### config.mk
export PLATFORM = sky130hd
export DESIGN_NAME = bin14_to_bcd_seq
export DESIGN_NICKNAME = d
export VERILOG_FILES = /design/src/rtl/bin14_to_bcd_seq.sv
export SDC_FILE = /design/constraint.sdc
export NUM_CORES = 1
export LEC_CHECK = 0
export ABC_AREA = 1
export BUFFER_PORTS_ARGS = -buffer_cell sky130_fd_sc_hd__buf_2
export CAP_MARGIN = 15
export CORE_UTILIZATION = 50
export DETAILED_ROUTE_END_ITERATION = 8
export PLACE_DENSITY = 0.71
export REMOVE_ABC_BUFFERS = 1
export SYNTH_ARGS = -nofsm -noshare
export SYNTH_HDL_FRONTEND = slang
export SYNTH_SLANG_ARGS = --single-unit
### constraint.sdc
create_clock -name clk -period 1.6 [get_ports clk]
set_clock_uncertainty 0.05 [all_clocks]
set_input_delay 0.08 -clock clk [delete_from_list [all_inputs] [get_ports clk]]
set_output_delay 0.08 -clock clk [all_outputs]
set_load 0.05 [all_outputs]
### src/rtl/bin14_to_bcd_seq.sv
// Sequential double-dabble converter: 14-bit unsigned binary to 4 packed BCD digits, saturating at 9999.
// Latency: start accepted at edge k, done pulses in the cycle after edge k+14; one conversion per 15 cycles.
// Backpressure: start is ignored while busy; a new operand can be accepted in the done cycle.
module bin14_to_bcd_seq #(
  parameter int IN_WIDTH = 14,
  parameter int DIGITS   = 4,
  parameter int MAX_VAL  = 9999
) (
  input  logic                  clk,
  input  logic                  reset,
  input  logic                  start,
  input  logic [IN_WIDTH-1:0]   bin_in,
  output logic                  busy,
  output logic                  done,
  output logic [4*DIGITS-1:0]   bcd,
  output logic                  overflow
);

  // One spare digit so values above MAX_VAL convert without wrapping.
  localparam int                   ACC_W    = 4 * (DIGITS + 1);
  localparam int                   NIBS     = DIGITS + 1;
  localparam logic [3:0]           LAST_CNT = 4'(IN_WIDTH - 1);
  localparam logic [IN_WIDTH-1:0]  MAX_IN   = IN_WIDTH'(MAX_VAL);
  localparam logic [4*DIGITS-1:0]  SAT_BCD  = {DIGITS{4'h9}};

  typedef enum logic [1:0] {
    S_IDLE    = 2'd0,
    S_CONVERT = 2'd1,
    S_DONE    = 2'd2
  } state_t;

  state_t                r_state;
  state_t                w_state_nxt;
  logic [ACC_W-1:0]      r_acc;
  logic [ACC_W-1:0]      w_acc_nxt;
  logic [IN_WIDTH-1:0]   r_shreg;
  logic [3:0]            r_count;
  logic                  r_ovf_pend;
  logic                  w_accept;
  logic                  w_commit;
  logic [3:0]            w_nib;
  logic                  w_carry;

  // State register; reset always returns to IDLE, aborting any conversion.
  always_ff @(posedge clk) begin
    if (reset) begin
      r_state <= S_IDLE;
    end else begin
      r_state <= w_state_nxt;
    end
  end

  // Next-state decode plus busy/done strobes and the accept/commit controls.
  always_comb begin
    w_state_nxt = r_state;
    busy        = 1'b0;
    done        = 1'b0;
    w_accept    = 1'b0;
    w_commit    = 1'b0;
    case (r_state)
      S_IDLE: begin
        if (start) begin
          w_accept    = 1'b1;
          w_state_nxt = S_CONVERT;
        end
      end
      S_CONVERT: begin
        busy = 1'b1;
        if (r_count == LAST_CNT) begin
          w_commit    = 1'b1;
          w_state_nxt = S_DONE;
        end
      end
      S_DONE: begin
        done = 1'b1;
        if (start) begin
          w_accept    = 1'b1;
          w_state_nxt = S_CONVERT;
        end else begin
          w_state_nxt = S_IDLE;
        end
      end
      default: begin
        w_state_nxt = S_IDLE;
      end
    endcase
  end

  // One double-dabble step: add 3 to every nibble >= 5, then shift left with
  // the binary MSB entering the units digit and each nibble's MSB carrying up.
  always_comb begin
    w_acc_nxt = '0;
    w_nib     = '0;
    w_carry   = r_shreg[IN_WIDTH-1];
    for (int i = 0; i < NIBS; i++) begin
      w_nib = r_acc[4*i +: 4];
      if (w_nib >= 4'd5) begin
        w_nib = w_nib + 4'd3;
      end
      w_acc_nxt[4*i +: 4] = {w_nib[2:0], w_carry};
      w_carry             = w_nib[3];
    end
  end

  // Scratch registers: loaded on accept, stepped once per CONVERT cycle.
  always_ff @(posedge clk) begin
    if (reset) begin
      r_acc      <= '0;
      r_shreg    <= '0;
      r_count    <= '0;
      r_ovf_pend <= 1'b0;
    end else if (w_accept) begin
      r_acc      <= '0;
      r_shreg    <= bin_in;
      r_count    <= '0;
      r_ovf_pend <= (bin_in > MAX_IN);
    end else if (r_state == S_CONVERT) begin
      r_acc      <= w_acc_nxt;
      r_shreg    <= {r_shreg[IN_WIDTH-2:0], 1'b0};
      r_count    <= r_count + 4'd1;
    end
  end

  // Result registers change only at the commit edge, so the display holds steady between conversions.
  always_ff @(posedge clk) begin
    if (reset) begin
      bcd      <= '0;
      overflow <= 1'b0;
    end else if (w_commit) begin
      if (r_ovf_pend) begin
        bcd      <= SAT_BCD;
        overflow <= 1'b1;
      end else begin
        bcd      <= w_acc_nxt[4*DIGITS-1:0];
        overflow <= 1'b0;
      end
    end
  end

endmodule
# Word level (Yosys, flattened, before mapping)
# Index checks and enable logic that the tools add are counted.
[totals]
register_bits = 58
inputBits = 17
output_inout_bits = 19
elab_cells = 48
[classes]
add_sub_neg = 6
magnitude_cmp = 6
n_eq_ne = 5
muxes = 19
n_reduce_logical = 5
[op_table]
columns = ["op", "count"]
rows = [
  ["14-bit 2-to-1 mux", 2],
  ["4-bit by 3-bit greater-or-equal comparator with 1-bit output, second input constant", 5],
  ["4-bit by 2-bit adder with 4-bit output, second input constant", 4],
  ["16-bit 2-to-1 mux", 1],
  ["4-bit 2-to-1 mux", 4],
  ["14-bit greater-than comparator, second input constant", 1],
  ["1-bit 2-to-1 mux", 8],
  ["2-bit case mux with 3 select lines", 1],
  ["4-bit by 1-bit adder with 4-bit output, second input constant", 1],
  ["4-bit == test, second input constant", 1],
  ["2-bit 2-to-1 mux", 2],
  ["2-bit inequality test, second input constant", 2],
  ["2-bit OR reduction", 2],
  ["3-bit by 2-bit adder with 3-bit output, second input constant", 1],
  ["3-bit 2-to-1 mux", 1],
  ["2-bit by 1-bit == test with 1-bit output, second input constant", 1],
  ["2-bit == test, second input constant", 1],
  ["2-bit zero test", 1],
  ["2-bit AND reduction", 1],
  ["2-bit nonzero test", 1],
]

# Longest topological paths before layout
[depth]
word_depth = 4
depth_mapped = 10
ltp_nobuf = 10

# Worst setup path after synthesis
# OpenSTA, ideal clock, no wires.
[synth_path]
path_type = "flip-flop to flip-flop"
start = "register r_state[0]"
end = "register r_acc[13]"
setup_time_ns = 0.109
arrival_time_ns = 1.197
required_ns = 1.441
path_slack_ns = 0.244
path_stages_with_launch = 8
path_buffers = 2
period_less_slack_ns = 1.356
cell_sequence = "dfxtp_1 nand2_2 buf_6 inv_4 buf_2 nand2_1 nand2_1 inv_1"
[synth_via]
elab_chain_cells = 4
elab_cells_between_ends = 6
cone_classes = "eq/ne (2); mux (1); reduce/logical (3)"
[synth_lines]
columns = ["element", "line_no", "rtl"]
rows = [
  ["start: declaration", "32", "state_t r_state;"],
  ["start signal: assignment", "49", "r_state <= w_state_nxt;"],
  ["2-bit == test / 2-bit zero test (equally long branches)", "60", "case (r_state)"],
  ["2-bit OR reduction (no source line)", "n/a", ""],
  ["1-bit 2-to-1 mux", "n/a", ""],
  ["2-bit OR reduction (no source line)", "n/a", ""],
  ["end signal: assignment", "118", "r_acc <= w_acc_nxt;"],
  ["end: declaration", "34", "logic [ACC_W-1:0] r_acc;"],
]
# Several ways; a longest one is shown, not always the timed one.
# A chain may end at the register's enable or synchronous reset.

# Final worst setup path
[layout_path]
start = "register r_count[1]"
end = "register bcd[13]"
[layout_via]
elab_chain_cells = 3
[layout_lines]
columns = ["element", "line_no", "rtl"]
rows = [
  ["start: declaration", "37", "logic [3:0] r_count;"],
  ["start signal: assignment", "120", "r_count <= r_count + 4'd1;"],
  ["4-bit == test", "69", "if (r_count == LAST_CNT) begin"],
  ["1-bit 2-to-1 mux", "69", ""],
  ["1-bit 2-to-1 mux", "60", ""],
  ["end signal: assignment", "134", "bcd <= w_acc_nxt[4*DIGITS-1:0];"],
  ["end: declaration", "15", "output logic [4*DIGITS-1:0] bcd,"],
]
# No other way between the ends.

==> results.md <==
- The run finished with clean final reports.
- The total standard cell area after synthesis is 2590 um^2.
- Of the synthesized area, sequential elements account for 41.7%.
- The mean cell area of the mapped netlist is 7.15 um^2.
- The worst hold-check path type is input port to flip-flop.
- In this run the tightest slew margin relative to its limit is 70.2%.
- The final-layout fill cell count is 450.
- The global routing stage identified its most utilized layer as met2.
- Timing would allow up to 667 MHz.
- Synthesis produced a netlist whose cell count is 363.
- The final antenna diode count is 0.
- The wire-length estimate of the detail-placed layout is 3970 um.
- Summing the areas of all fa, ha and maj instances in the mapped netlist gives 4.82% of the synthesized area.
- STA classifies the critical path endpoint as a flip-flop.
- Setup repair after global routing could not meet its margin everywhere.
- The mux cell area share after synthesis is 0%.
- The synthesized netlist contains 27 unique library cells.
- The global route total overflow is 0.
- The maximum number of pins on one net before global-route repair is 19.
- In this run the standard cell core region covers 4850 um^2.
- The H-tree was split into 2 levels.
- From bottom edge to top edge, the die measures 74.0 um.
- The yosys synthesis warning count is 0.
- The first global-routing pass estimated 8760 um of wire.
- The count of nets left with antenna violations once routing finished came out at 0.
- After detailed routing, the number of vias per cell comes to 5.05.
- In this run the tool buffered the top-level ports with 35 buffer cells.
- Summed over all layers, the routed wires come to 5740 um.
- The area share of the largest cell type after synthesis is 41.7%.
- The internal power contribution is 1.95 mW.
- The floorplan has 25 rows.
- The number of nets in the final layout is 429.
- The number of antenna violations at the first check in global routing is 0.
- Sorting the synthesized cells by how often they occur yields 81 x sky130_fd_sc_hd__nand2_1, 54 x sky130_fd_sc_hd__dfxtp_1, 42 x sky130_fd_sc_hd__inv_1.
- The number of hold violations in the final report is 0.
- STA puts the critical path data required time at 1.75 ns.
- The worst-skew pair later-pin latency is 0.31 ns.
- For this block, the initial DRC count from the detailed router was 144.
- The global-route usage over all layers is 21.0%.
- For this run, the leading register cell type out of synthesis is sky130_fd_sc_hd__dfxtp_1.
- Dividing the final minimum period by the clock period gives 93.8%.
- By instance count, the leading cell after synthesis is sky130_fd_sc_hd__nand2_1.
- Of the cells placed in the final design, the portion with a size suffix greater than 1 is 16.4%.
- The number of global-route vias before repair is 2001.
- Data arrives at the worst endpoint at 1.65 ns.
- The die covers 5480 um^2.
- TritonCTS built the clock tree.
- The met1 layer usage reported by global route is 27.7%.
- The synthesized design contains 54 register bits.
- The clock root buffer master is sky130_fd_sc_hd__clkbuf_8.
- The biggest area contributor in the post-synthesis netlist is sky130_fd_sc_hd__dfxtp_1.
- The final cell area excluding filler cells is 2990 um^2.
- The ratio of total power to cell area is 894 nW/um^2.
- The post-synthesis share of cell area spent on xor and xnor gates is 0%.
- The number of clock sinks seen by CTS is 54.
- For the worst flop-to-flop path, the logic depth is 7.
- The total of endpoints with negative setup slack in the final report is 0.
- Along the worst hold path, the cell count comes to 3.
- STA classifies the critical path startpoint as a flip-flop.
- Buffers inserted during clock tree synthesis total 5.
- Before antenna repair, the detailed router went through 4 iterations.
- The max-slew violation count came to 0.
- The largest buffer count on any clock path is 2.
- The average wire per cell in the routed design is 12.2 um.
- Once layout is complete, the utilization of the core stands at 61.7%.
- The net switching share of the total power is 27.2%.
- In this run the worst path has a maximum fanout of 5.
- By area, the combinational part of the netlist is dominated by simple AND/OR/NAND/NOR gates.
- Summing all placed instances gives a cell area of 2840 um^2.
- For this design the top-level I/O count stands at 36.
- The power dissipated by switching net loads is 0.727 mW.
- The type of the worst setup path is flip-flop to flip-flop.
- The minimum setup slack among reg-to-reg paths is 0.1 ns.
- In the final timing run, aggregate negative setup slack is 0 ns.
- The horizontal die dimension is 74.0 um.
- The post-synthesis compound-gate area fraction is 14.0%.
- Global routing consumed, on the met2 layer, 34.1% of the routing resources.
- For the finished layout, the period the worst path requires is 1.50 ns.
- Yosys mapped a number of flops with a built-in enable equal to 0.
- In this run the static leakage power is 1.42 nW.
- The final estimated routing congestion in global placement is 0.856.
- The post-route DRC violation count is 0.
- The share of synthesized registers carrying an async set or reset is 0%.
- At the pin with the least slew margin, the transition time is 0.446 ns.
- The clock input transition at the sequential cells of the worst setup and hold paths is 0.10 ns.
- The detailed-route via count is 2373.
- After Yosys synthesis, and, or, nand and nor cells account for 29.1% of the synthesized area.
- The starting density of the core is 53.5%.
- Hold timing on the final database bottoms out at a slack of 0.00560 ns.
- The post-CTS repair timing setup buffer count is 0.
- Power comes to 2.68 mW.
- The sequential share of power is 54.3%.
- The clock share of power is 31.2%.
- The number of max-capacitance violations reported is 0.
- By area the synthesized netlist is led by sky130_fd_sc_hd__dfxtp_1 42%, sky130_fd_sc_hd__nand2_1 12%, sky130_fd_sc_hd__a21oi_1 6.4%, sky130_fd_sc_hd__o21ai_0 6.2%, sky130_fd_sc_hd__inv_1 6.1%.
- The layout-stage area growth over the synthesis result is 15.3%.
- The global routing usage on met3 is 4.61%.
- The combinational fraction of design power is 14.5%.
- The worst ir drop on vdd is 0.436 mV.
[per-layer routing]
metal  vias to the layer above  share of wire (%)
met5                         -                  0
met4                         0               0.85
met3                         5                4.2
met2                        45                 45
met1                      1074                 50
li1                       1249                  -
[placed cells by master, fill, tap and decap left out, drive strengths merged, types with 10 or more instances in the layout]
cell type / instances
inv: 45
ha: 10
nor2: 43
nor3: 12
dfxtp: 54
nand3: 22
o21ai: 32
nand2: 84
buf: 42
a21oi: 33
[state kept, by name, indices dropped and copies added, names as in the netlist]
| name | flops |
|---|---|
| r_ovf_pend | 1 |
| r_shreg | 14 |
| overflow | 1 |
| r_acc | 16 |
| r_state | 2 |
| r_count | 4 |
| bcd | 16 |
[stage by stage]
stage / setup slack, ns / std cells
after detailed placement: 0.0987 / 459
after global placement: 0.175 / 459
after global routing: -0.00832 / 470
final: 0.0996 / 470
after floorplan: 0.0604 / 350
after CTS: 0.0757 / 469
[logic make-up (layout without fill, tap and decap cells)]
family / count (synthesis) / in the layout
buf+inv: 59 / 99
flops: 54 / 54
compound gates: 70 / 70
fa+ha+maj: 10 / 10
simple gates: 170 / 170
[power by group through the flow]
stage          logic [mW]  clock network [mW]  registers [mW]
4_1_cts             0.385               0.869            1.45
2_1_floorplan       0.261                   0            1.47
5_1_grt             0.435               0.914            1.46
6_report            0.387               0.834            1.45
3_3_place_gp        0.369                   0            1.48
3_5_place_dp        0.375                   0            1.48
[layout make-up]
class | count | area, um^2 | share of cell area (%)
timing repair inverter | 1 | 5.00 | 0.167
tap | 67 | 83.8 | 2.80
clock inverter | 1 | 8.76 | 0.293
multi-input combinational | 250 | 1260 | 42.2
sequential | 54 | 1080 | 36.2
inverter | 46 | 181 | 6.06
timing repair buffer | 44 | 273 | 9.11
clock buffer | 7 | 96.3 | 3.22
[worst max-delay path, cell delays in order (launching register included)]
cell and delay, ns:
sky130_fd_sc_hd__dfxtp_1 0.34, sky130_fd_sc_hd__inv_1 0.07, sky130_fd_sc_hd__ha_1 0.18, sky130_fd_sc_hd__nand3_4 0.12, sky130_fd_sc_hd__nor2_4 0.19, sky130_fd_sc_hd__clkinvlp_2 0.27, sky130_fd_sc_hd__nand2_1 0.12, sky130_fd_sc_hd__a21oi_1 0.06
[worst paths after layout]
| path | endpoint | from |
|---|---|---|
| setup / recovery | bcd[13] | r_count[1] |
| setup reg to reg | bcd[13] | r_count[1] |
| hold reg to reg | r_count[0] | r_count[0] |
| hold / removal | r_shreg[13] | bin_in[13] |
[repair_timing]
item / CTS / global route
resized for setup: 2 / 4
hold buffers: 2 / 0
hold endpoints to repair: 2 / 0
pin swaps: 0 / 1
endpoints found under the setup margin: 1 / 5
cloned: 0 / 1
Note: power is estimated with default switching activity, not from simulation.
